## config.mk

```make
export PLATFORM = sky130hd
export DESIGN_NAME = multicycle_controller_flat
export DESIGN_NICKNAME = d
export VERILOG_FILES = /design/src/rtl/multicycle_controller_if.sv /design/src/rtl/multicycle_controller.sv /design/src/flat_wrapper.sv
export SDC_FILE = /design/constraint.sdc
export NUM_CORES = 1
export LEC_CHECK = 0
export CORE_MARGIN = 2
export CORE_UTILIZATION = 39
export CTS_BUF_LIST = sky130_fd_sc_hd__clkbuf_8 sky130_fd_sc_hd__clkbuf_16
export DETAILED_ROUTE_END_ITERATION = 16
export PLACE_DENSITY_LB_ADDON = 0.15
export SLEW_MARGIN = 20
export SYNTH_ARGS = -nofsm -noshare
export SYNTH_HDL_FRONTEND = slang
export SYNTH_SLANG_ARGS = --single-unit
```

## constraint.sdc

```tcl
create_clock -name clk -period 2.1 [get_ports clk]
set_input_delay 0.21 -clock clk [delete_from_list [all_inputs] [get_ports clk]]
set_output_delay 0.21 -clock clk [all_outputs]
set_load 0.01 [all_outputs]
```

## src/rtl/multicycle_controller_if.sv

```systemverilog
// Control bundle between the multicycle controller and the datapath.
// The master side is the controller: it reads the latched instruction fields
// and the live ALU flags and drives every datapath select and enable.
interface multicycle_controller_if;
    logic [19:0] Instr;       // Instr[31:12]: cond, op, funct, Rn, Rd
    logic [3:0]  ALUFlags;    // live {N,Z,C,V}
    logic        PCWrite;
    logic        RegWrite;
    logic        MemWrite;
    logic        IRWrite;
    logic        AdrSrc;
    logic [1:0]  RegSrc;
    logic [1:0]  ALUSrcA;
    logic [1:0]  ALUSrcB;
    logic [1:0]  ResultSrc;
    logic [1:0]  ImmSrc;
    logic [1:0]  ALUControl;

    modport master (
        input  Instr, ALUFlags,
        output PCWrite, RegWrite, MemWrite, IRWrite, AdrSrc, RegSrc,
               ALUSrcA, ALUSrcB, ResultSrc, ImmSrc, ALUControl
    );

    modport slave (
        output Instr, ALUFlags,
        input  PCWrite, RegWrite, MemWrite, IRWrite, AdrSrc, RegSrc,
               ALUSrcA, ALUSrcB, ResultSrc, ImmSrc, ALUControl
    );
endinterface

```

## src/rtl/multicycle_controller.sv

```systemverilog
// Control unit for the ARM multicycle processor: main Moore FSM, ALU and
// source decoders, NZCV flag register and conditional-execution gating.
module multicycle_controller #(
    parameter logic [3:0] FLAGS_RST = 4'b0000
) (
    input  logic                          clk,
    input  logic                          reset,   // asynchronous, active low
    multicycle_controller_if.master       bus
);

    typedef enum logic [3:0] {
        S_FETCH, S_DECODE, S_MEMADR, S_MEMRD, S_MEMWB,
        S_MEMWR, S_EXECR, S_EXECI, S_ALUWB, S_BRANCH
    } state_t;

    state_t state_reg, state_next;

    // Instruction field views
    logic [3:0] cond;
    logic [1:0] op;
    logic [5:0] funct;
    logic [3:0] rd;
    logic       unused_rn;

    assign cond      = bus.Instr[19:16];
    assign op        = bus.Instr[15:14];
    assign funct     = bus.Instr[13:8];
    assign rd        = bus.Instr[3:0];
    assign unused_rn = ^bus.Instr[7:4];   // Rn is consumed by the datapath only

    // Moore control terms
    logic       next_pc, branch, reg_w, mem_w, ir_write, adr_src, alu_op;
    logic [1:0] alu_src_a, alu_src_b, result_src;

    // ALU decode terms
    logic [1:0] dp_control;
    logic       dp_arith, dp_cmp, dp_unknown;
    logic [1:0] flag_w;
    logic       no_write;

    // Conditional execution
    logic [3:0] flags_reg;
    logic       cond_ex, cond_ex_reg;
    logic       pcs;

    // State register; reset parks the machine in FETCH
    always_ff @(posedge clk or negedge reset) begin
        if (!reset) state_reg <= S_FETCH;
        else        state_reg <= state_next;
    end

    // Next-state logic and per-state Moore controls
    always_comb begin
        state_next = S_FETCH;
        next_pc    = 1'b0;
        branch     = 1'b0;
        reg_w      = 1'b0;
        mem_w      = 1'b0;
        ir_write   = 1'b0;
        adr_src    = 1'b0;
        alu_op     = 1'b0;
        alu_src_a  = 2'b00;
        alu_src_b  = 2'b00;
        result_src = 2'b00;
        case (state_reg)
            S_FETCH: begin
                state_next = S_DECODE;
                ir_write   = 1'b1;
                next_pc    = 1'b1;
                alu_src_a  = 2'b01;
                alu_src_b  = 2'b10;
                result_src = 2'b10;
            end
            S_DECODE: begin
                alu_src_a  = 2'b01;
                alu_src_b  = 2'b10;
                result_src = 2'b10;
                case (op)
                    2'b01:   state_next = S_MEMADR;
                    2'b00:   state_next = funct[5] ? S_EXECI : S_EXECR;
                    2'b10:   state_next = S_BRANCH;
                    default: state_next = S_FETCH;   // op=11 is a NOP
                endcase
            end
            S_MEMADR: begin
                state_next = funct[0] ? S_MEMRD : S_MEMWR;
                alu_src_b  = 2'b01;
            end
            S_MEMRD: begin
                state_next = S_MEMWB;
                adr_src    = 1'b1;
            end
            S_MEMWB: begin
                state_next = S_FETCH;
                result_src = 2'b01;
                reg_w      = 1'b1;
            end
            S_MEMWR: begin
                state_next = S_FETCH;
                adr_src    = 1'b1;
                mem_w      = 1'b1;
            end
            S_EXECR: begin
                state_next = S_ALUWB;
                alu_op     = 1'b1;
            end
            S_EXECI: begin
                state_next = S_ALUWB;
                alu_src_b  = 2'b01;
                alu_op     = 1'b1;
            end
            S_ALUWB: begin
                state_next = S_FETCH;
                reg_w      = 1'b1;
            end
            S_BRANCH: begin
                state_next = S_FETCH;
                alu_src_a  = 2'b10;
                alu_src_b  = 2'b01;
                result_src = 2'b10;
                branch     = 1'b1;
            end
            default: state_next = S_FETCH;
        endcase
    end

    // Data-processing opcode decode on funct[4:1]
    always_comb begin
        dp_control = 2'b00;
        dp_arith   = 1'b0;
        dp_cmp     = 1'b0;
        dp_unknown = 1'b0;
        case (funct[4:1])
            4'b0100: dp_arith = 1'b1;                                    // ADD
            4'b0010: begin dp_control = 2'b01; dp_arith = 1'b1; end      // SUB
            4'b0000: dp_control = 2'b10;                                 // AND
            4'b1100: dp_control = 2'b11;                                 // ORR
            4'b1010: begin dp_control = 2'b01; dp_arith = 1'b1; dp_cmp = 1'b1; end
            default: dp_unknown = 1'b1;
        endcase
    end

    // NoWrite must still hold in ALUWB (ALUOp=0 there), so it comes straight
    // from the latched funct; it only applies to data-processing instructions
    // so that loads whose funct bits alias an unknown opcode still write back.
    assign no_write   = (op == 2'b00) & (dp_cmp | dp_unknown);
    assign flag_w[1]  = alu_op & (funct[0] | dp_cmp);
    assign flag_w[0]  = flag_w[1] & dp_arith;

    // Condition check against the stored flags
    always_comb begin
        case (cond)
            4'b0000: cond_ex = flags_reg[2];                              // EQ
            4'b0001: cond_ex = ~flags_reg[2];                             // NE
            4'b0010: cond_ex = flags_reg[1];                              // CS
            4'b0011: cond_ex = ~flags_reg[1];                             // CC
            4'b0100: cond_ex = flags_reg[3];                              // MI
            4'b0101: cond_ex = ~flags_reg[3];                             // PL
            4'b0110: cond_ex = flags_reg[0];                              // VS
            4'b0111: cond_ex = ~flags_reg[0];                             // VC
            4'b1000: cond_ex = flags_reg[1] & ~flags_reg[2];              // HI
            4'b1001: cond_ex = ~flags_reg[1] | flags_reg[2];              // LS
            4'b1010: cond_ex = (flags_reg[3] == flags_reg[0]);            // GE
            4'b1011: cond_ex = (flags_reg[3] != flags_reg[0]);            // LT
            4'b1100: cond_ex = ~flags_reg[2] & (flags_reg[3] == flags_reg[0]); // GT
            4'b1101: cond_ex = flags_reg[2] | (flags_reg[3] != flags_reg[0]);  // LE
            4'b1110: cond_ex = 1'b1;                                      // AL
            default: cond_ex = 1'b0;
        endcase
    end

    // Flag register and the registered condition result
    always_ff @(posedge clk or negedge reset) begin
        if (!reset) begin
            flags_reg   <= FLAGS_RST;
            cond_ex_reg <= 1'b0;
        end else begin
            cond_ex_reg <= cond_ex;
            if (flag_w[1] & cond_ex) flags_reg[3:2] <= bus.ALUFlags[3:2];
            if (flag_w[0] & cond_ex) flags_reg[1:0] <= bus.ALUFlags[1:0];
        end
    end

    // Gated enables are forced low while reset is held, even mid-instruction
    assign pcs            = branch | (reg_w & (rd == 4'd15));
    assign bus.PCWrite    = reset & (next_pc | (pcs & cond_ex_reg));
    assign bus.RegWrite   = reset & reg_w & cond_ex_reg & ~no_write & (rd != 4'd15);
    assign bus.MemWrite   = reset & mem_w & cond_ex_reg;
    assign bus.IRWrite    = reset & ir_write;
    assign bus.AdrSrc     = adr_src;
    assign bus.RegSrc     = {op == 2'b01, op == 2'b10};
    assign bus.ALUSrcA    = alu_src_a;
    assign bus.ALUSrcB    = alu_src_b;
    assign bus.ResultSrc  = result_src;
    assign bus.ImmSrc     = op;
    assign bus.ALUControl = alu_op ? dp_control : 2'b00;

endmodule

```

## src/flat_wrapper.sv

```systemverilog
// flat-port wrapper written by rule: the top's interface ports become plain ports
module multicycle_controller_flat 
#(
    parameter logic [3:0] FLAGS_RST = 4'b0000
)
  (clk, reset, bus_Instr, bus_ALUFlags, bus_PCWrite, bus_RegWrite, bus_MemWrite, bus_IRWrite, bus_AdrSrc, bus_RegSrc, bus_ALUSrcA, bus_ALUSrcB, bus_ResultSrc, bus_ImmSrc, bus_ALUControl);
  multicycle_controller_if bus_i ();
  input  logic clk;
  input  logic reset;
  input wire logic [$bits(bus_i.Instr)-1:0] bus_Instr;
  input wire logic [$bits(bus_i.ALUFlags)-1:0] bus_ALUFlags;
  output wire logic [$bits(bus_i.PCWrite)-1:0] bus_PCWrite;
  output wire logic [$bits(bus_i.RegWrite)-1:0] bus_RegWrite;
  output wire logic [$bits(bus_i.MemWrite)-1:0] bus_MemWrite;
  output wire logic [$bits(bus_i.IRWrite)-1:0] bus_IRWrite;
  output wire logic [$bits(bus_i.AdrSrc)-1:0] bus_AdrSrc;
  output wire logic [$bits(bus_i.RegSrc)-1:0] bus_RegSrc;
  output wire logic [$bits(bus_i.ALUSrcA)-1:0] bus_ALUSrcA;
  output wire logic [$bits(bus_i.ALUSrcB)-1:0] bus_ALUSrcB;
  output wire logic [$bits(bus_i.ResultSrc)-1:0] bus_ResultSrc;
  output wire logic [$bits(bus_i.ImmSrc)-1:0] bus_ImmSrc;
  output wire logic [$bits(bus_i.ALUControl)-1:0] bus_ALUControl;
  assign bus_i.Instr = bus_Instr;
  assign bus_i.ALUFlags = bus_ALUFlags;
  assign bus_PCWrite = bus_i.PCWrite;
  assign bus_RegWrite = bus_i.RegWrite;
  assign bus_MemWrite = bus_i.MemWrite;
  assign bus_IRWrite = bus_i.IRWrite;
  assign bus_AdrSrc = bus_i.AdrSrc;
  assign bus_RegSrc = bus_i.RegSrc;
  assign bus_ALUSrcA = bus_i.ALUSrcA;
  assign bus_ALUSrcB = bus_i.ALUSrcB;
  assign bus_ResultSrc = bus_i.ResultSrc;
  assign bus_ImmSrc = bus_i.ImmSrc;
  assign bus_ALUControl = bus_i.ALUControl;
  multicycle_controller #(.FLAGS_RST(FLAGS_RST)) u_core (.clk(clk), .reset(reset), .bus(bus_i));
endmodule
```

# Word level (Yosys, flattened, before mapping)
# Cells that the tools add are included.
# totals
latch_bits,0
n_memories,0
output_inout_bits,17
rom_bits,0
wordCells,97
ff_bits,9
ramBits,0
in_bits,26
# classes
eq_ne,33
bitwise,28
reduce_logical,13
mux,19
addsub,0
mul,0
div,0
shifts,0
order_cmp,0
# op_table
operator,count
$eq 4x4->1 const B,12
$eq 4x3->1 const B,9
$eq 4x2->1 const B,5
$pmux 4 s5,1
$and 1x1->1,17
$pmux 1 s15,1
$logic_not 4->1,3
$pmux 2 s2,3
$pmux 4 s3,1
$mux 1,10
$reduce_or 2->1,5
$reduce_or 3->1,3
$eq 4x1->1 const B,2
$or 1x1->1,6
$pmux 2 s3,1
$not 1->1,5
$reduce_or 5->1,1
$ne 4x4->1 const B,1
$mux 3,1
$eq 2x1->1 const B,1
$eq 2x2->1 const B,1
$logic_not 2->1,1
$mux 2,1
$eq 1x1->1,1
$ne 1x1->1,1

# Longest topological paths before layout
# Gate-level depths: netlist of run 1.
# depth
ltp_word,8
mapped_depth,6

# Worst setup path before layout of run 1
# Ideal clock, no wire load.
# synth_path
kind,flip-flop to flip-flop
start,register u_core.flags_reg[0]
end,register u_core.flags_reg[0]
stages_incl_launch_ff,6
required_time_ns,1.972
slack_ns,0.367
arrival_time_ns,1.605
setup_ns,0.128
path_cell_list,dfrtp_1 xor2_1 o211ai_1 a2111o_1 o211ai_1 mux2_1
# synth_between
elab_chain_len,4
elab_cells_between_ends,7
cone_classes,eq/ne (2); mux (1); bitwise (4)
# synth_lines
item,line_no,rtl
from (decl),multicycle_controller.sv:42,logic [3:0] flags_reg;
from (signal assigned),multicycle_controller.sv:180,if (flag_w[0] & cond_ex) flags_reg[1:0] <= bus.ALUFlags[1:0];
$ne 1x1->1 / $eq 1x1->1 (equally long branches),-,
$or 1x1->1 / $and 1x1->1 (equally long branches),"multicycle_controller.sv:166, multicycle_controller.sv:165",
$pmux 1 s15 *,multicycle_controller.sv:152,case (cond)
$and 1x1->1 *,multicycle_controller.sv:180,
# Mark *: on every way between the ends. The rest lies on a longest branch, timed or not.
# A chain may end at the register's enable or synchronous reset.

# Final worst setup path of run 1
# layout_path
start,register u_core.state_reg[3]
end,output bus_ResultSrc[1]
# layout_between
elab_chain_len,3
elab_cells_between_ends,6
cone_classes,eq/ne (3); mux (1); reduce/logical (2)
# layout_lines
item,line_no,rtl
from (decl),multicycle_controller.sv:16,"state_t state_reg, state_next;"
from (signal assigned),multicycle_controller.sv:49,else state_reg <= state_next;
$eq 4x4->1 (tied with other cells),multicycle_controller.sv:65,case (state_reg)
$reduce_or 3->1 (no source line),-,
$pmux 2 s2 *,multicycle_controller.sv:65,
to (decl),flat_wrapper.sv:20,output wire logic [$bits(bus_i.ResultSrc)-1:0] bus_ResultSrc;
# Marked as above.

==> out/results.md, run 1 <==
* **run status** complete, no violations
* **fraction of synthesis flops using an asynchronous set or reset pin** 100%
* **Post-Route Skew** 0.00170 ns
* **register cell area after layout** 225 um^2
* **wire length of the first global-routing pass** 3.42 mm
* **Final Net Count** 176
* **sequential cell area fraction in the yosys report** 27.2%
* **Post-CTS Hold Fix Bufs** 0
* **portion of synthesized cell area occupied by the leading cell type** 27.2%
* **type of element launching the critical path** flip-flop
* **residual DRC count** 0
* **clock buffers created by TritonCTS** 3
* **Slew headroom** 78.3%
* **library cell with the largest summed area after synthesis** sky130_fd_sc_hd__dfrtp_1
* **class of the most critical setup path** reg2out
* **hold violation count in the final report** 0
* **share of the clock period used by the worst path** 97.1%
* **I/O pin count** 43
* **count of filler cells inserted in the layout** 169
* **measured slew at the worst slew-check pin** 0.323 ns
* **count of state elements after synthesis** 9
* **RePlAce Congestion** 0.825
* **Post-Syn Instances** 106
* **path class of the lowest-slack min-delay path** in2async
* **power density over the cells** 928 mW/mm^2
* **nature of the critical path endpoint** output pin
* **Initial Utilization** 41.7%
* **routed via count** 943
* **number of port buffers** 38
* **Area contributors post-synth** sky130_fd_sc_hd__dfrtp_1 27%, sky130_fd_sc_hd__mux2_1 5.4%, sky130_fd_sc_hd__nand2b_1 5.3%
* **number of maximum-capacitance constraint violations** 0
* **Via density** 5.36
* **Antenna diodes** 0
* **area taken by multi-input logic gates** 549 um^2
* **number of flops mapped to enable cells by yosys** 0
* **number of global-route vias before repair** 825
* **required time of the critical path** 1.89 ns
* **antenna-violating nets left** 0
* **estimated wirelength of the detail-placed design** 1.65 mm
* **H-tree levels** 1
* **Synth Area per Inst** 7.80 um^2
* **number of antenna violations at the first check in global routing** 0
* **utilization after layout** 67.0%
* **clock-pin slew on the worst setup and hold paths** 0.04 ns
* **number of slew-limit violations in the final report** 0
* **Worst IR Drop VDD** 780 uV
* **area of the core** 0.00198 mm^2
* **clock buffer depth** 2
* **number of library cell types mapped by synthesis** 39
* **upper clock frequency limit** 0.491 GHz
* **Die W** 50.1 um
* **total global routing overflow** 0
* **clock network latency to the later pin of the worst-skew pair** 0.23 ns
* **Synthesis Warnings** 0
* **average detailed-routed wire length per instance** 11.9 um
* **overall die area** 0.00251 mm^2
* **post-route cell area** 0.00133 mm^2
* **highest fanout seen on the critical path** 8
* **Final setup viols** 0
* **share of post-route cells with drive strength above 1** 12.1%
* **length of the first detailed-routing pass in iterations** 4
* **Synth Net Count** 132
* **synthesis-to-finish area growth** 60.7%
* **data arrival at the endpoint of the critical path** 1.83 ns
* **reported leakage power** 0.593 nW
* **Root Driver** sky130_fd_sc_hd__clkbuf_8
* **cell row count** 16
* **aggregate routed wire length** 2.10 mm
* **Placed Area** 0.00127 mm^2
* **largest net degree at the start of global routing** 12
* **TritonCTS Sinks** 9
* **clock tree from TritonCTS** done
* **final critical-path required period** 2.04 ns
* **RSZ-0062 raised after global routing** no
* **1st-iter DRT viols** 15
* **Die Y** 50.1 um
* **Global Route Usage Sum** 17.2%
* **prevailing post-synth register cell** sky130_fd_sc_hd__dfrtp_1
* **Netlist Area Pre-Place** 827 um^2
[power breakdown]
| part | total [mW] | switching (mW) | internal (mW) |
|---|---|---|---|
| Sequential | 0.325 | 0.0866 | 0.239 |
| Clock | 0.188 | 0.0615 | 0.127 |
| Combinational | 0.720 | 0.330 | 0.390 |
| Total | 1.23 | 0.478 | 0.755 |
[cells by family after synthesis]
family                    Yosys count  share of synthesized area (%)
and+or+nand+nor                    44                           28.6
buffers and inverters              13                           7.11
xor gates and xnor gates            4                           4.24
muxes                               7                           9.08
AOI/OAI and AO/OA                  29                           23.8
DFF                                 9                           27.2
[worst paths after layout]
check / from / endpoint / slack (ns) / cells past startpoint
max: u_core.state_reg[3]$_DFF_PN0_ / bus_ResultSrc[1] / 0.06 / 4
min: reset / u_core.state_reg[3]$_DFF_PN0_ / 0.35 / 2
max reg2reg: u_core.flags_reg[0]$_DFFE_PN0P_ / u_core.flags_reg[0]$_DFFE_PN0P_ / 0.20 / 5
min reg2reg: u_core.flags_reg[1]$_DFFE_PN0P_ / u_core.flags_reg[1]$_DFFE_PN0P_ / 0.57 / 1
max in group asynchronous: reset / u_core.flags_reg[3]$_DFFE_PN0P_ / 1.62 / 2
min in group clk: u_core.flags_reg[1]$_DFFE_PN0P_ / u_core.flags_reg[1]$_DFFE_PN0P_ / 0.57 / 1
[per-stage QoR]
stage	hold slack, ns	total power [mW]	worst slack [ns]	std cells	TNS [ns]
2_1_floorplan	-0.0856	0.713	0.367	106	0
3_3_place_gp	0.563	1.04	-0.0270	172	-0.0667
3_5_place_dp	0.568	1.04	-0.0484	172	-0.171
4_1_cts	0.358	1.23	0.0246	176	0
5_1_grt	0.368	1.33	0.0110	176	0
6_report	0.353	1.23	0.0617	176	0
[metal layers]
| layer | wire length (um) | global-route usage, % | part of all wire, % |
|---|---|---|---|
| met4 | 14 | 5.56 | 0.67 |
| met2 | 1010 | 28.7 | 48 |
| met5 | 0 | 0 | 0 |
| met3 | 106 | 2.42 | 5.0 |
| met1 | 968 | 22.7 | 46 |
[synthesized netlist by cell type, types with 2 or more instances]
cell type / number
sky130_fd_sc_hd__mux2_1: 4
sky130_fd_sc_hd__buf_4: 2
sky130_fd_sc_hd__nor2_1: 11
sky130_fd_sc_hd__nor2b_1: 5
sky130_fd_sc_hd__nand2b_1: 7
sky130_fd_sc_hd__nand2_1: 5
sky130_fd_sc_hd__a21oi_1: 7
sky130_fd_sc_hd__nor3b_1: 2
sky130_fd_sc_hd__or2_2: 2
sky130_fd_sc_hd__o211ai_1: 3
sky130_fd_sc_hd__xor2_1: 3
sky130_fd_sc_hd__mux2i_1: 3
sky130_fd_sc_hd__clkbuf_1: 5
sky130_fd_sc_hd__dfrtp_1: 9
sky130_fd_sc_hd__o21ai_0: 5
sky130_fd_sc_hd__buf_2: 2
sky130_fd_sc_hd__nor3_1: 5
sky130_fd_sc_hd__o21bai_1: 2
sky130_fd_sc_hd__inv_1: 4
[cells in the final DEF (no fill, tap or decap), drive strengths merged, types with 3 or more instances in the layout]
master and n:
nand2b 7, nor2 11, dfrtp 9, nor3 5
o211ai 3, clkdlybuf4s50 33, mux2i 3, mux2 4
buf 10, xor2 3, nor2b 5, nand2 5
a21oi 7, inv 5, clkbuf 3, o21ai 5
dlymetal6s2s 3
[final cells by class]
type / instances / share of cell area (%)
multi-input combinational: 84 / 41.3
timing repair buffer: 48 / 34.7
sequential: 9 / 16.9
clock buffer: 3 / 3.11
tap: 27 / 2.54
inverter: 4 / 1.13
clock inverter: 1 / 0.282
[critical path, stage by stage (launching register included)]
cell and delay, ns:
sky130_fd_sc_hd__dfrtp_1 0.36, sky130_fd_sc_hd__buf_4 0.14, sky130_fd_sc_hd__or2_2 0.36, sky130_fd_sc_hd__o22ai_1 0.17, sky130_fd_sc_hd__clkdlybuf4s50_1 0.55
[timing repair]
| item | 4_1_cts | 5_1_grt |
|---|---|---|
| setup buffers | 0 | 0 |
| hold endpoints to repair | 0 | 0 |
| setup endpoints to repair | 2 | 2 |
| resized for setup | 2 | 5 |
Note: power is estimated with default switching activity, not from simulation.
==> run 2: changes to the inputs <==
--- a/config.mk
+++ b/config.mk
@@ -6,7 +6,7 @@
 export NUM_CORES = 1
 export LEC_CHECK = 0
 export CORE_MARGIN = 2
-export CORE_UTILIZATION = 39
+export CORE_UTILIZATION = 42
 export CTS_BUF_LIST = sky130_fd_sc_hd__clkbuf_8 sky130_fd_sc_hd__clkbuf_16
 export DETAILED_ROUTE_END_ITERATION = 16
 export PLACE_DENSITY_LB_ADDON = 0.15
==> constraint.sdc (replaced) <==
create_clock -name clk -period 2.4 [get_ports clk]
set_input_delay 0.24 -clock clk [delete_from_list [all_inputs] [get_ports clk]]
set_output_delay 0.24 -clock clk [all_outputs]
set_load 0.01 [all_outputs]
==> run 2 against run 1 <==
Net effect:
- critical path depth stayed put
- wire length shrank 1.3%
- final cell count down 4.5%
- combinational power decreased by 15%
- hold slack lost 0.011 ns
- flip-flop and latch count unchanged
- first-iteration DRC count is 20% lower
- via count down 5.2%
- global-route usage up 1.6 points
- design area is 5.4% lower
- worst setup slack better by 0.087 ns
- largest power group unchanged
==> out/results.md, run 2 (synthesis gave the netlist of run 1 again) <==
* **run status** complete, no violations
* **hold violation count in the final report** 0, unchanged
* **cells traversed along the worst timing path** nand2b_1, or2_2, nor4_1, clkdlybuf4s50_1
* **Initial Utilization** 43.5%, +1.8 points
* **required time of the critical path** 2.16 ns, +0.27 ns
* **estimated wirelength of the detail-placed design** 1.58 mm, -3.8%
* **cell with the largest stage delay on the worst path** sky130_fd_sc_hd__clkdlybuf4s50_1
* **count of filler cells inserted in the layout** 178, +5.3%
* **RePlAce Congestion** 0.819, -0.72%
* **area of the core** 0.00190 mm^2, -4.0%
* **quantity of gates resized following cts** 0, -2
* **antenna-violating nets left** 0, unchanged
* **average detailed-routed wire length per instance** 12.3 um, +3.4%
* **routed via count** 894, -5.2%
* **path class of the lowest-slack min-delay path** in2async
* **sw frac** 38.8%, about the same
* **clock share of power** 15.4%, about the same
* **residual DRC count** 0, unchanged
* **Via density** 5.32, -0.68%
* **data arrival at the endpoint of the critical path** 2.01 ns, +0.18 ns
* **share of the clock period used by the worst path** 93.8%
* **number of port buffers** 38, unchanged
* **FF-to-FF path depth** 5, unchanged
* **type of element launching the critical path** flip-flop
* **upper clock frequency limit** 0.444 GHz
* **length of the first detailed-routing pass in iterations** 5, +1
* **TritonCTS Sinks** 9, unchanged
* **Critical Path Max Stage Delay** 0.58 ns, +0.03 ns
* **total internal power** 0.651 mW, -14%
* **RSZ-0062 raised after global routing** no
* **clock-pin slew on the worst setup and hold paths** 0.04 ns, about the same
* **wire length of the first global-routing pass** 3.55 mm, +3.8%
* **reported leakage power** 0.499 nW, -16%
* **total global routing overflow** 0, unchanged
* **worst setup margin** 0.149 ns, +0.0870 ns
* **switching power total** 0.413 mW, -14%
* **stages on the worst setup path** 4, unchanged
* **clock tree from TritonCTS** done
* **combinational group share of total power** 57.5%, -0.9 points
* **synthesis-to-finish area growth** 52.0%
* **post-CTS setup buffer count** 0, unchanged
* **aggregate routed wire length** 2.07 mm, -1.3%
* **highest fanout seen on the critical path** 6, -2
* **Antenna diodes** 0, unchanged
* **number of antenna violations at the first check in global routing** 0, unchanged
* **I/O pin count** 43, unchanged
* **cell row count** 16, unchanged
* **Post-Route Skew** 0.00144 ns, -0.000259 ns
* **measured slew at the worst slew-check pin** 0.344 ns, +0.0213 ns
* **Worst IR Drop VDD** 736 uV, -5.6%
* **Die Y** 48.4 um, -3.3%
* **final critical-path required period** 2.25 ns
* **Global Route Usage Sum** 18.8%, +1.6 points
* **clock buffers created by TritonCTS** 3, unchanged
* **clock buffer depth** 2, unchanged
* **most common cell after layout, fill and taps aside** sky130_fd_sc_hd__clkdlybuf4s50_1
* **Final Net Count** 168, -4.5%
* **share of post-route cells with drive strength above 1** 5.67%, -6.4 points
* **class of the most critical setup path** reg2out
* **number of global-route vias before repair** 810, -1.8%
* **number of slew-limit violations in the final report** 0, unchanged
* **largest net degree at the start of global routing** 12, unchanged
* **CP Buf/Inv Count** 1, -1
* **setup total negative slack** 0 ns, unchanged
* **Root Driver** sky130_fd_sc_hd__clkbuf_8
* **sequential power share** 27.1%, +0.7 points
* **overall die area** 0.00234 mm^2, -6.6%
* **Slew headroom** 76.7%, -1.6 points
* **clock network latency to the later pin of the worst-skew pair** 0.23 ns, about the same
* **H-tree levels** 1, unchanged
* **delay-heaviest family, CP** simple AND/OR/NAND/NOR gates
* **Die W** 48.4 um, -3.3%
* **commonest cells after routing, fill and taps aside** 38 x sky130_fd_sc_hd__clkdlybuf4s50_1, 11 x sky130_fd_sc_hd__nor2_1, 9 x sky130_fd_sc_hd__dfrtp_1, 7 x sky130_fd_sc_hd__nand2b_1, 7 x sky130_fd_sc_hd__a21oi_1
* **1st-iter DRT viols** 12, -3
* **nature of the critical path endpoint** output pin
* **number of maximum-capacitance constraint violations** 0, unchanged
* **Placement Setup Slack** 0.137 ns, +0.186 ns
* **Post-CTS Hold Fix Bufs** 0, unchanged
* **Final setup viols** 0, unchanged
* **power density over the cells** 846 mW/mm^2, -8.8%
==> run 2: power groups by stage <==
stage | registers [mW] | clock network [mW] | logic [mW]
3_3_place_gp | 0.285 | 0 | 0.604
2_1_floorplan | 0.252 | 0 | 0.372
4_1_cts | 0.288 | 0.170 | 0.616
3_5_place_dp | 0.290 | 0 | 0.612
5_1_grt | 0.301 | 0.184 | 0.672
6_report | 0.288 | 0.164 | 0.612
==> run 2: per-layer routing <==
layer | global-route usage, % | vias up | share of wire, %
met5 | 0 | - | 0
met4 | 7.14 | 0 | 0.24
met3 | 4.01 | 2 | 6.3
met2 | 28.5 | 25 | 50
met1 | 26.4 | 415 | 44
li1 | - | 452 | -
==> run 2: area by class of cell <==
type                       instances  area [um^2]  share of cell area (%)
tap                               27         33.8                    2.69
multi-input combinational         84          543                    43.2
clock buffer                       3         41.3                    3.28
inverter                           4         15.0                    1.19
clock inverter                     1         3.75                   0.299
sequential                         9          225                    17.9
timing repair buffer              40          395                    31.4
==> run 2: final timing paths <==
| check | start | slack [ns] | end |
|---|---|---|---|
| max | u_core.state_reg[3]$_DFF_PN0_ | 0.15 | bus_ALUControl[1] |
| min | reset | 0.34 | u_core.flags_reg[1]$_DFFE_PN0P_ |
| max reg2reg | u_core.flags_reg[3]$_DFFE_PN0P_ | 0.49 | u_core.flags_reg[1]$_DFFE_PN0P_ |
| min reg2reg | u_core.flags_reg[1]$_DFFE_PN0P_ | 0.60 | u_core.flags_reg[1]$_DFFE_PN0P_ |
| max in group asynchronous | reset | 1.92 | u_core.state_reg[0]$_DFF_PN0_ |
| min in group clk | u_core.flags_reg[1]$_DFFE_PN0P_ | 0.60 | u_core.flags_reg[1]$_DFFE_PN0P_ |
==> run 2: worst reg2reg max path, cell delays in order, from the launching register on <==
cell,delay (ns)
sky130_fd_sc_hd__dfrtp_1,0.43
sky130_fd_sc_hd__xor2_1,0.25
sky130_fd_sc_hd__o211ai_1,0.11
sky130_fd_sc_hd__a2111o_1,0.48
sky130_fd_sc_hd__o211ai_1,0.17
sky130_fd_sc_hd__mux2_1,0.36
==> run 2: stage by stage <==
stage | cells | power [mW] | util (%) | instance area [um^2] | hold slack, ns
after CTS | 168 | 1.07 | 66.1 | 1260 | 0.348
after global routing | 168 | 1.16 | 66.1 | 1260 | 0.355
final | 168 | 1.06 | 66.1 | 1260 | 0.342
after floorplan | 106 | 0.624 | - | 827 | -0.0556
after detailed placement | 164 | 0.902 | 63.7 | 1210 | 0.587
after global placement | 164 | 0.889 | 63.7 | 1210 | 0.570
==> run 3: changes to the inputs <==
--- a/config.mk
+++ b/config.mk
@@ -5,8 +5,9 @@
 export SDC_FILE = /design/constraint.sdc
 export NUM_CORES = 1
 export LEC_CHECK = 0
+export ABC_AREA = 1
 export CORE_MARGIN = 2
-export CORE_UTILIZATION = 42
+export CORE_UTILIZATION = 43
 export CTS_BUF_LIST = sky130_fd_sc_hd__clkbuf_8 sky130_fd_sc_hd__clkbuf_16
 export DETAILED_ROUTE_END_ITERATION = 16
 export PLACE_DENSITY_LB_ADDON = 0.15
==> run 3 against run 2 <==
Net effect:
- clock skew fell by 0.00094 ns
- worst setup slack improved by 0.16 ns
- critical endpoint is now bus_PCWrite
- first-iteration DRC count rose by 33%
- combinational power fell by 8.5%
- global-route usage fell by 1.8 points
- flip-flop and latch count did not move
- sequential power fell by 15%
- final cell count rose by 32%
- area after synthesis rose by 4.2%
- synthesized cell count rose by 44%
- die area rose by 1.7%
- utilization rose by 2.2 points
- critical path type unchanged
==> out/results.md, run 3 <==
* **run status** complete, no violations
* **clock buffers created by TritonCTS** 3, unchanged
* **most numerous cell types in the synthesized netlist** 44 x sky130_fd_sc_hd__nand2_1, 26 x sky130_fd_sc_hd__nor2_1, 19 x sky130_fd_sc_hd__inv_1
* **quantity of gates resized following cts** 0, unchanged
* **count of state elements after synthesis** 9, unchanged
* **number of global-route vias before repair** 867, +7.0%
* **prevailing post-synth register cell** sky130_fd_sc_hd__dfrtp_1
* **path class of the lowest-slack min-delay path** in2async
* **number of slew-limit violations in the final report** 0, unchanged
* **number of antenna violations at the first check in global routing** 0, unchanged
* **length of the first detailed-routing pass in iterations** 4, -1
* **Initial Utilization** 44.9%, +1.4 points
* **library cell with the largest summed area after synthesis** sky130_fd_sc_hd__dfrtp_1
* **Post-Syn Instances** 153, +44%
* **TritonCTS Sinks** 9, unchanged
* **aggregate routed wire length** 2.03 mm, -1.9%
* **wire length of the first global-routing pass** 3.31 mm, -6.8%
* **register cell area after layout** 225 um^2, unchanged
* **type of element launching the critical path** flip-flop
* **RSZ-0062 raised after global routing** no
* **sequential cell area fraction in the yosys report** 26.1%, -1.1 points
* **synthesis-to-finish area growth** 52.4%
* **clock-pin slew on the worst setup and hold paths** 0.04 ns, about the same
* **average detailed-routed wire length per instance** 9.19 um, -25%
* **share of post-route cells with drive strength above 1** 11.9%, +6.2 points
* **reported leakage power** 0.646 nW, +30%
* **clock tree from TritonCTS** done
* **Synthesis Warnings** 0, unchanged
* **number of port buffers** 38, unchanged
* **Slew headroom** 84.1%, +7.4 points
* **Placement Setup Slack** 0.326 ns, +0.189 ns
* **total global routing overflow** 0, unchanged
* **Via density** 4.57, -14%
* **Root Driver** sky130_fd_sc_hd__clkbuf_8
* **antenna-violating nets left** 0, unchanged
* **class of the most critical setup path** reg2out
* **clock buffer depth** 2, unchanged
* **area taken by multi-input logic gates** 509 um^2, -6.2%
* **Placed Area** 0.00127 mm^2, +4.6%
* **commonest cells after routing, fill and taps aside** 44 x sky130_fd_sc_hd__nand2_1, 38 x sky130_fd_sc_hd__clkdlybuf4s50_1, 26 x sky130_fd_sc_hd__nor2_1, 20 x sky130_fd_sc_hd__inv_1, 14 x sky130_fd_sc_hd__nand3_1
* **area of the core** 0.00192 mm^2, +1.1%
* **Post-Route Skew** 0.000503 ns, -0.000936 ns
* **setup total negative slack** 0 ns, unchanged
* **nature of the critical path endpoint** output pin
* **final critical-path required period** 2.09 ns, -0.159 ns
* **H-tree levels** 1, unchanged
* **Netlist Area Pre-Place** 862 um^2, +4.2%
* **number of flops mapped to enable cells by yosys** 0, unchanged
* **upper clock frequency limit** 0.478 GHz, +7.6%
* **data arrival at the endpoint of the critical path** 1.85 ns, -0.16 ns
* **post-CTS setup buffer count** 0, unchanged
* **most common cell after layout, fill and taps aside** sky130_fd_sc_hd__nand2_1
* **required time of the critical path** 2.16 ns, about the same
* **Final Net Count** 221, +32%
* **hold violation count in the final report** 0, unchanged
* **routed via count** 1011, +13%
* **residual DRC count** 0, unchanged
* **RePlAce Congestion** 0.852, +4.0%
* **Die Y** 48.8 um, +0.83%
* **share of the clock period used by the worst path** 87.2%, -6.6 points
* **power after layout** 0.969 mW, -8.9%
* **clock network latency to the later pin of the worst-skew pair** 0.22 ns, about the same
* **overall die area** 0.00238 mm^2, +1.7%
* **estimated wirelength of the detail-placed design** 1.75 mm, +10%
* **fraction of synthesis flops using an asynchronous set or reset pin** 100%, unchanged
* **Area contributors post-synth** sky130_fd_sc_hd__dfrtp_1 26%, sky130_fd_sc_hd__nand2_1 19%, sky130_fd_sc_hd__nor2_1 11%
* **number of library cell types mapped by synthesis** 21, -46%
* **Synth Area per Inst** 5.63 um^2, -28%
* **cell row count** 16, unchanged
* **post-route cell area** 0.00131 mm^2, +4.5%
* **Post-CTS Hold Fix Bufs** 0, unchanged
* **Global Route Usage Sum** 17.0%, -1.8 points
* **portion of synthesized cell area occupied by the leading cell type** 26.1%, -1.1 points
* **Antenna diodes** 0, unchanged
* **1st-iter DRT viols** 16, +4
* **I/O pin count** 43, unchanged
* **Final setup viols** 0, unchanged
* **top-count cell post-synth** sky130_fd_sc_hd__nand2_1
* **worst setup margin** 0.308 ns, +0.159 ns
* **measured slew at the worst slew-check pin** 0.234 ns, -0.110 ns
* **Synth Net Count** 179, +36%
* **Worst IR Drop VDD** 448 uV, -39%
* **highest fanout seen on the critical path** 7, +1
* **largest net degree at the start of global routing** 11, -1
* **Die W** 48.8 um, +0.83%
* **number of maximum-capacitance constraint violations** 0, unchanged
* **power density over the cells** 737 mW/mm^2, -13%
* **count of filler cells inserted in the layout** 176, -1.1%
## run 3: cell types whose count changed after synthesis, moves of 4 or more
| cell | change |
|---|---|
| sky130_fd_sc_hd__a21oi_1 | -4 |
| sky130_fd_sc_hd__clkbuf_1 | -5 |
| sky130_fd_sc_hd__inv_1 | +15 |
| sky130_fd_sc_hd__inv_2 | +11 |
| sky130_fd_sc_hd__mux2_1 | -4 |
| sky130_fd_sc_hd__nand2_1 | +39 |
| sky130_fd_sc_hd__nand2b_1 | -7 |
| sky130_fd_sc_hd__nand3_1 | +13 |
| sky130_fd_sc_hd__nor2_1 | +15 |
| sky130_fd_sc_hd__nor2b_1 | -5 |
| sky130_fd_sc_hd__o21ai_1 | +4 |
## run 3: where the power goes
group	switching, mW	internal (mW)	leakage [nW]
clock network	0.0531	0.111	0.0269
registers	0.0498	0.195	0.119
logic	0.291	0.269	0.500
## run 3: critical path, stage by stage, from the launching register on
cell                              delay (ns)
sky130_fd_sc_hd__dfrtp_1                0.44
sky130_fd_sc_hd__nor2_1                 0.19
sky130_fd_sc_hd__inv_2                  0.06
sky130_fd_sc_hd__nor2_1                 0.15
sky130_fd_sc_hd__inv_2                  0.06
sky130_fd_sc_hd__o21ai_1                0.07
sky130_fd_sc_hd__nand2_1                0.06
sky130_fd_sc_hd__o21ai_1                0.06
sky130_fd_sc_hd__clkdlybuf4s50_1        0.54
## run 3: layout make-up
class	instances	share of cell area, %
well taps	27	2.57
inverters	30	8.57
clock inverters	1	0.286
repair buffers	39	29.5
multi-input cells	112	38.8
clock buffers	3	3.14
flip-flops and latches	9	17.1
## run 3: logic make-up (layout without fill, tap and decap cells)
kind of cell	count (synthesis)	in the layout	synth area share, %
AO/OA/AOI/OAI	17	17	12.2
AND/OR/NAND/NOR	95	95	46.9
buffers and inverters	32	73	14.8
flip-flops	9	9	26.1
## run 3: path summary, 6_finish.rpt
kind | to | startpoint | depth (start not counted) | slack, ns
worst max-delay path | bus_PCWrite | u_core.state_reg[1]$_DFF_PN0_ | 8 | 0.31
worst min-delay path | u_core.state_reg[0]$_DFF_PN0_ | reset | 2 | 0.37
worst max register to register | u_core.flags_reg[2]$_DFFE_PN0P_ | u_core.flags_reg[3]$_DFFE_PN0P_ | 10 | 1.01
worst min register to register | u_core.flags_reg[1]$_DFFE_PN0P_ | u_core.flags_reg[1]$_DFFE_PN0P_ | 2 | 0.51
max in group asynchronous | u_core.cond_ex_reg$_DFF_PN0_ | reset | 2 | 1.89
min in group clk | u_core.flags_reg[1]$_DFFE_PN0P_ | u_core.flags_reg[1]$_DFFE_PN0P_ | 2 | 0.51
## run 3: through the flow
stage          cells  util (%)  hold slack, ns
6_report         221      68.4           0.375
5_1_grt          221      68.4           0.391
4_1_cts          221      68.4           0.387
3_5_place_dp     217      66.0           0.500
3_3_place_gp     217      66.0           0.497
2_1_floorplan    153         -         -0.0556
## run 3: metal layers
metal | up-vias | share of wire [%] | routed length, um | GRT usage [%]
met4 | 0 | 0 | 0 | 5.71
met5 | - | 0 | 0 | 0
met1 | 424 | 47 | 947 | 21.9
met2 | 29 | 49 | 988 | 30.4
li1 | 558 | - | - | -
met3 | 0 | 4.7 | 96 | 0.920
